File: src/rtl/noc_traffic_sequencer.sv
// rtl/noc_traffic_sequencer.sv - run controller for the random-traffic PE mesh
// Arms PEs, pulses start, waits for done or timeout, drains, sums counters, checks total.
module noc_traffic_sequencer #(
  parameter int          X            = 2,
  parameter int          Y            = 2,
  parameter int          numPackets   = 100,
  parameter int unsigned TIMEOUT      = 100000,
  parameter int unsigned DRAIN_CYCLES = 16
) (
  input  logic              clk,
  input  logic              rstn,
  input  logic              go,
  input  logic [X*Y-1:0]    enable_mask,
  input  logic              mesh_done,
  input  logic [32*X*Y-1:0] receive_count,
  output logic              start,
  output logic [X*Y-1:0]    enableSend,
  output logic              busy,
  output logic              finished,
  output logic              pass,
  output logic              timed_out,
  output logic [31:0]       cycle_count,
  output logic [31:0]       total_received,
  output logic [31:0]       expected_total
);

  localparam int N  = X * Y;
  localparam int IW = (N > 1) ? $clog2(N) : 1;

  typedef enum logic [2:0] {IDLE, ARM, RUN, DRAIN, SUM, CHECK, DONE} state_t;

  state_t         state;
  logic [N-1:0]   mask_q;
  logic [15:0]    drain_cnt;
  logic [IW-1:0]  sum_idx;
  logic [31:0]    pop_cnt;
  logic [31:0]    sel_count;

  always_comb begin
    pop_cnt = '0;
    for (int i = 0; i < N; i++) begin
      if (mask_q[i]) pop_cnt = pop_cnt + 32'd1;
    end
  end

  // One PE counter per SUM cycle keeps the adder a single 32-bit stage.
  always_comb begin
    sel_count = '0;
    for (int i = 0; i < N; i++) begin
      if (sum_idx == IW'(i)) sel_count = receive_count[32*i +: 32];
    end
  end

  always_ff @(posedge clk or negedge rstn) begin
    if (!rstn) begin
      state          <= IDLE;
      mask_q         <= '0;
      drain_cnt      <= '0;
      sum_idx        <= '0;
      start          <= 1'b0;
      enableSend     <= '0;
      busy           <= 1'b0;
      finished       <= 1'b0;
      pass           <= 1'b0;
      timed_out      <= 1'b0;
      cycle_count    <= '0;
      total_received <= '0;
      expected_total <= '0;
    end else begin
      start <= 1'b0;
      case (state)
        IDLE, DONE: begin
          if (go) begin
            mask_q         <= enable_mask;
            enableSend     <= enable_mask;
            cycle_count    <= '0;
            total_received <= '0;
            pass           <= 1'b0;
            timed_out      <= 1'b0;
            busy           <= 1'b1;
            finished       <= 1'b0;
            state          <= ARM;
          end
        end
        ARM: begin
          expected_total <= 32'(numPackets) * pop_cnt;
          start          <= 1'b1;
          state          <= RUN;
        end
        RUN: begin
          cycle_count <= cycle_count + 32'd1;
          if (mesh_done) begin
            drain_cnt <= '0;
            state     <= DRAIN;
          end else if (cycle_count == 32'(TIMEOUT - 1)) begin
            timed_out  <= 1'b1;
            enableSend <= '0;
            busy       <= 1'b0;
            finished   <= 1'b1;
            state      <= DONE;
          end
        end
        DRAIN: begin
          if (drain_cnt == 16'(DRAIN_CYCLES - 1)) begin
            enableSend <= '0;
            sum_idx    <= '0;
            state      <= SUM;
          end else begin
            drain_cnt <= drain_cnt + 16'd1;
          end
        end
        SUM: begin
          total_received <= total_received + sel_count;
          if (sum_idx == IW'(N - 1)) begin
            state <= CHECK;
          end else begin
            sum_idx <= sum_idx + IW'(1);
          end
        end
        CHECK: begin
          pass     <= (total_received == expected_total);
          busy     <= 1'b0;
          finished <= 1'b1;
          state    <= DONE;
        end
        default: state <= IDLE;
      endcase
    end
  end

endmodule

File: config.mk
export PLATFORM = sky130hd
export DESIGN_NAME = noc_traffic_sequencer
export DESIGN_NICKNAME = d
export VERILOG_FILES = /design/src/rtl/noc_traffic_sequencer.sv
export SDC_FILE = /design/constraint.sdc
export NUM_CORES = 1
export LEC_CHECK = 0
export ABC_AREA = 1
export BUFFER_PORTS_ARGS = -buffer_cell sky130_fd_sc_hd__buf_4
export CAP_MARGIN = 20
export CORE_MARGIN = 2
export CORE_UTILIZATION = 35
export DETAILED_ROUTE_END_ITERATION = 8
export SLEW_MARGIN = 20
export SYNTH_ARGS = -nofsm -noshare
export SYNTH_HDL_FRONTEND = slang
export SYNTH_SLANG_ARGS = --single-unit
export TNS_END_PERCENT = 5
File: constraint.sdc
create_clock -name clk -period 7 [get_ports clk]
set_input_delay 0.7 -clock clk [delete_from_list [all_inputs] [get_ports clk]]
set_output_delay 0.7 -clock clk [all_outputs]
set_load 0.02 [all_outputs]
== After elaboration in Yosys (flattened, before gate mapping) ==
Index checks and enable logic that the tools add are counted.
W data, S select, Z words.
Storage, ports and cells
  flip-flop bits (word level): 128
  input port bits: 136
  word-level logic and storage cells: 101
Cells by class
  add/subtract/negate cells: 7
  multiply operators: 1
  eq/ne operators: 21
  muxes and demuxes: 39
  reductions and logical operators: 20
Operators with widths (number)
  $mux W32: 8
  $add A32 B1 Y32 const B: 4
  $pmux W32 S2: 2
  $add A32 B32 Y32: 1
  $eq A32 B17 Y1 const B: 1
  $eq A32 B32 Y1: 1
  $mul A5 B32 Y30 const A: 1
  $mux W16: 2
  $pmux W16 S2: 1
  $pmux W3 S6: 1
  $add A16 B1 Y16 const B: 1
  $eq A16 B4 Y1 const B: 1
  $mux W4: 4
  $ne A2 B2 Y1 const B: 8
  $mux W3: 5
  $pmux W4 S3: 1
  $reduce_and A4 Y1: 3
  $reduce_bool A2 Y1: 5
  $eq A3 B3 Y1 const B: 3
  $mux W1: 8
  $reduce_and A2 Y1: 4
  $eq A3 B2 Y1 const B: 2
  $pmux W1 S3: 2
  $reduce_and A3 Y1: 2
  other kinds (13): 17

== Depth between registers and ports, before layout ==
  depth after elaboration: 8
  mapped depth: 22

== Worst setup path after synthesis ==
No wires, ideal clock.
  kind: reg-to-reg
  start point: register mask_q[0]
  end point: register expected_total[10]
  arrival time: 2.708 ns
  required time: 6.873 ns
  slack: 4.165 ns
  cell stages (with the launch flop): 15
  cells stage by stage: dfrtp_1 -> inv_1 -> ha_1 -> xor2_1 -> ha_1 -> nand2_1 -> xnor2_1 -> inv_1 -> ha_1 -> ha_1 -> ha_1 -> ha_1 -> o21bai_1 -> xnor2_1 -> o21ai_0
Between the ends
  longest elaborated chain between the ends: 8
Ends and longest elaborated chain
  start, declared: RTL line 33  | logic [N-1:0] mask_q;
  start signal, assigned: RTL line 74  | mask_q <= enable_mask;
  $mux W1 (*): RTL line 42  | if (mask_q[i]) pop_cnt = pop_cnt + 32'd1;
  $add A32 B1 Y32: RTL line 42
  $mux W32 (*): RTL line 42
  $add A32 B1 Y32: RTL line 42
  $mux W32 (*): RTL line 42
  $add A32 B1 Y32: RTL line 42
  $mux W32 (*): RTL line 42
  via pop_cnt[2]: RTL line 36  | logic [31:0] pop_cnt;
  $mul A5 B32 Y30 (*): RTL line 86  | expected_total <= 32'(numPackets) * pop_cnt;
  end signal, assigned: RTL line 86
  end, declared: RTL line 24  | output logic [31:0] expected_total
The timed path passes the listed nets; every way through them passes the cells marked *.
A chain may end at the register's enable or synchronous reset.

== Worst setup path in the final report ==
  start point: register sum_idx[1]
  end point: register total_received[22]
Between the ends
  longest elaborated chain between the ends: 7
  elaborated cells on any way between the ends: 10
  classes of those cells: add/sub (1); eq/ne (3); mux (5); reduce/logical (1)
Ends and longest elaborated chain
  start, declared: RTL line 35  | logic [IW-1:0] sum_idx;
  start signal, assigned: RTL line 117  | sum_idx <= sum_idx + IW'(1);
  $logic_not A2 Y1: RTL line 50  | if (sum_idx == IW'(i)) sel_count = receive_count[32*i +: 32];
  $mux W32 (3 in series): RTL line 50
  $mux W32 (*): RTL line 50
  $add A32 B32 Y32 (*): RTL line 113  | total_received <= total_received + sel_count;
  $pmux W32 S2 (*): RTL line 71  | case (state)
  end signal, assigned: RTL line 113
  end, declared: RTL line 23  | output logic [31:0] total_received,
Mark *: on every way between the ends. The rest lies on a longest branch, timed or not.

==> qor.yml <==
critical_path:
  timing.critical_path.mode_cell: "nand2_1"
  rrSetupSlack_ns: 2.85
  rr_worst_depth: 21
  worstSetupStartpointType: "register"
  crit_fanout: 33
  cp_slowest_cell: "inv_1"
  cp_data_arrival_time_ns: 4.41
  worst_r2r_endpoint: "total_received[22]"
  timing.rr.start: "sum_idx[1]"
  critical_path_class: "reg -> reg"
  worstSetupEndpointType: "register"
  critPathRequiredTime_ns: 7.26
  cpPeakStageDelay_ns: 0.71
  cp_cell_sequence: "inv_1, ha_1, buf_4, inv_1, nand3_1, nand2_1, o21ai_0, a21oi_1, ha_1, fa_1, nand3_1, nand3_1, nand2_1, nand2_1, nand2_1, nand2_1, nand2_1, nand2_1, nand2_1, nand3_1, nand2_1"
synth:
  synth_warnings: 0
  synth_area_leaders: "dfrtp_1 28%, nand2_1 17%, ha_1 8.1%"
  synth_top_area_share_pct: 28.31
  synth_area_sq_mm: 0.009548
  synth_common_cells: "443 x nand2_1, 193 x inv_1, 144 x nor2_1"
  yosys_most_used_dff: "dfrtp_1"
  synth_edf_count: 0
  ys_ff_latch: 108
  yosysMostFrequentCell: "nand2_1"
  synth_xor_xnor_area_share_pct: 2.018
  async_reset_ff_share_pct: 100.0
  synthSimpleGateAreaFrac_pct: 36.35
  syn_avg_cell_area_sq_um: 6.374
  synth_cell_types: 46
  synth_top_family_by_area: "simple AND/OR/NAND/NOR gates"
  synth_compound_area_share_pct: 13.34
  postSynthCellCount: 1498
  yosysSeqAreaShare_pct: 28.31
  synthAdderAreaFrac_pct: 8.334
  synth_area_leader_cell: "dfrtp_1"
  muxShareOfSynthArea_pct: 0.2228
routing:
  drtAntennaViolNets: 0
  drc: 0
  drt_iter0_drc: 584
  wirelength_um: 33040
  dr.pass1.iters: 5
  post_drt_wl_per_cell_um: 16.18
  vias: 10227
  viasPerCell: 5.008
placed_design:
  io_buffers: 218
  dpl.hpwl_um: 26520
  routabilityCongestion: 0.9242
  dp.cells: 2027
power:
  leakagePower_nw: 6.310
  p_per_area_mw_per_mm2: 404.2
  ir_drop_mv: 0.1475
run:
  maxCapViolations: 0
cts:
  ctsHoldBuffers: 0
  cts_sinks: 108
  cts_tree: "done"
  clk_pin_slew_ns: 0.09
  clockBufferDepth: 2
  cts_buffers: 9
  cts-root-buf: "clkbuf_16"
  clock_latency_ns: 0.36
  h-tree-depth: 3
  post_cts_buffers: 0
  cts_resized: 0
sta:
  final.min_clock_period_ns: 4.154
  tightest_slew_ns: 0.9360
  fmax_mhz: 240.7
  rsz0062_at_grt: "no"
  whs_ns: 0.4104
  relSlewSlack_pct: 37.51
  hold_viol: 0
  slew_violations: 0
  finClkSkew_ns: 0.01609
  post-route-period-util_pct: 59.35
  fin_setup_tns_ns: 0
  finalSetupViolCount: 0
die:
  die_area_sq_mm: 0.02862
  ios: 241
  die_h_um: 169.2
  start_util_pct: 35.53
  rows: 60
  core_area_sq_mm: 0.02688
  die_w_um: 169.2
cells_and_area:
  final_nets: 1896
  syn2layout_area_growth_pct: 22.55
  fin_cells: 2042
  drive_gt1_share_pct: 16.05
  diodes: 0
global_routing:
  grt_pass1_wl_um: 51250
  grt.total_usage_pct: 22.64
  grt_pass1_vias: 9556
  grt_max_degree: 63
  gr-total-overflow: 0
  antenna_found_initial: 0
run_status:
  outcome: "completed"
worst_hold_path:
  min_path_type: "in -> async"
==> flip-flops by register name (all words and copies together) (netlist names) <==
| name | count |
|---|---|
| state | 3 |
| total_received | 32 |
| timed_out | 1 |
| start | 1 |
| sum_idx | 2 |
| expected_total | 10 |
| busy | 1 |
| mask_q | 4 |
| finished | 1 |
| cycle_count | 32 |
| enableSend | 4 |
| pass | 1 |
| drain_cnt | 16 |
==> worst max-delay path: cells and delay by family (launching register included) <==
family          cells  cell delay (ns)
buf+inv             3             1.03
fa+ha+maj           3             0.85
flops               1             0.41
compound gates      2             0.37
simple gates       13             1.36
==> how the worst max path moves through the flow <==
stage / from / end / cells after the start
finish: sum_idx[1] / total_received[22] / 21
global route: sum_idx[1] / total_received[22] / 21
CTS: sum_idx[1] / total_received[22] / 21
detailed placement: sum_idx[1] / total_received[22] / 21
global placement: sum_idx[1] / total_received[22] / 21
floorplan: mask_q[0] / expected_total[10] / 14
==> routing by layer <==
| metal | share of wire, % | global-route usage (%) | vias up | routed length [um] |
|---|---|---|---|---|
| met4 | 3.5 | 9.104 | 0 | 1156 |
| met3 | 6.4 | 2.822 | 44 | 2100 |
| met2 | 48 | 38.81 | 315 | 15730 |
| li1 | - | - | 5198 | - |
| met5 | 0 | 0 | - | 0 |
| met1 | 43 | 28.95 | 4670 | 14060 |
==> stage by stage <==
stage / setup slack (ns) / area, sq um / power, mW / util (%)
after floorplan: 4.165 / 9642 / 3.211 / -
after global placement: 2.871 / 11400 / 4.150 / 42.43
after detailed placement: 2.922 / 11400 / 4.173 / 42.43
after CTS: 2.907 / 11700 / 4.735 / 43.53
after global routing: 2.362 / 11700 / 5.195 / 43.54
final: 2.846 / 11700 / 4.730 / 43.54
==> area by class of cell <==
class / count / area [sq um]
Sequential cell: 108 / 2703
Fill cell: 2884 / 15170
Timing Repair Buffer: 221 / 1659
Tap cell: 341 / 426.7
Inverter: 203 / 762.0
Clock inverter: 5 / 67.56
Clock buffer: 10 / 229.0
Multi-Input combinational cell: 1154 / 5854
==> report_power, final <==
| group | total [mW] | switching, mW | internal (mW) |
|---|---|---|---|
| clock | 0.549 | 0.265 | 0.283 |
| sequential | 1.01 | 0.219 | 0.794 |
| combinational | 3.17 | 2.06 | 1.11 |
| total | 4.73 | 2.54 | 2.19 |
==> cells by family (layout without fill, tap and decap cells) <==
logic type	count (synthesis)	count (layout)
XOR/XNOR	22	22
flip-flops	108	108
multiplexers	2	2
AND/OR/NAND/NOR	801	801
AO/OA/AOI/OAI	240	240
other	1	26
buffers and inverters	261	439
adder cells (fa/ha/maj)	63	63
==> cell usage in the layout (no fill, tap or decap), types with 3 or more instances in the layout <==
master / synthesis / layout
a22o_1: 4 / 4
inv_1: 193 / 193
inv_6: 0 / 3
o21ai_1: 5 / 5
dfrtp_1: 108 / 108
o21ai_0: 91 / 91
or2_2: 5 / 5
clkbuf_16: 0 / 9
nor3_2: 3 / 3
conb_1: 1 / 26
nor3_1: 29 / 29
xnor2_1: 7 / 7
nor2_4: 5 / 5
xor2_1: 15 / 15
nand4_1: 24 / 24
o21bai_1: 6 / 6
nor2_8: 4 / 4
inv_2: 10 / 10
ha_1: 62 / 61
nand2_2: 4 / 4
a21oi_1: 113 / 113
buf_4: 25 / 221
nor4_1: 7 / 7
nand3_1: 123 / 123
nor2_1: 144 / 144
nand2_1: 443 / 443
o22ai_1: 12 / 12
Note: power is estimated with default switching activity, not from simulation.
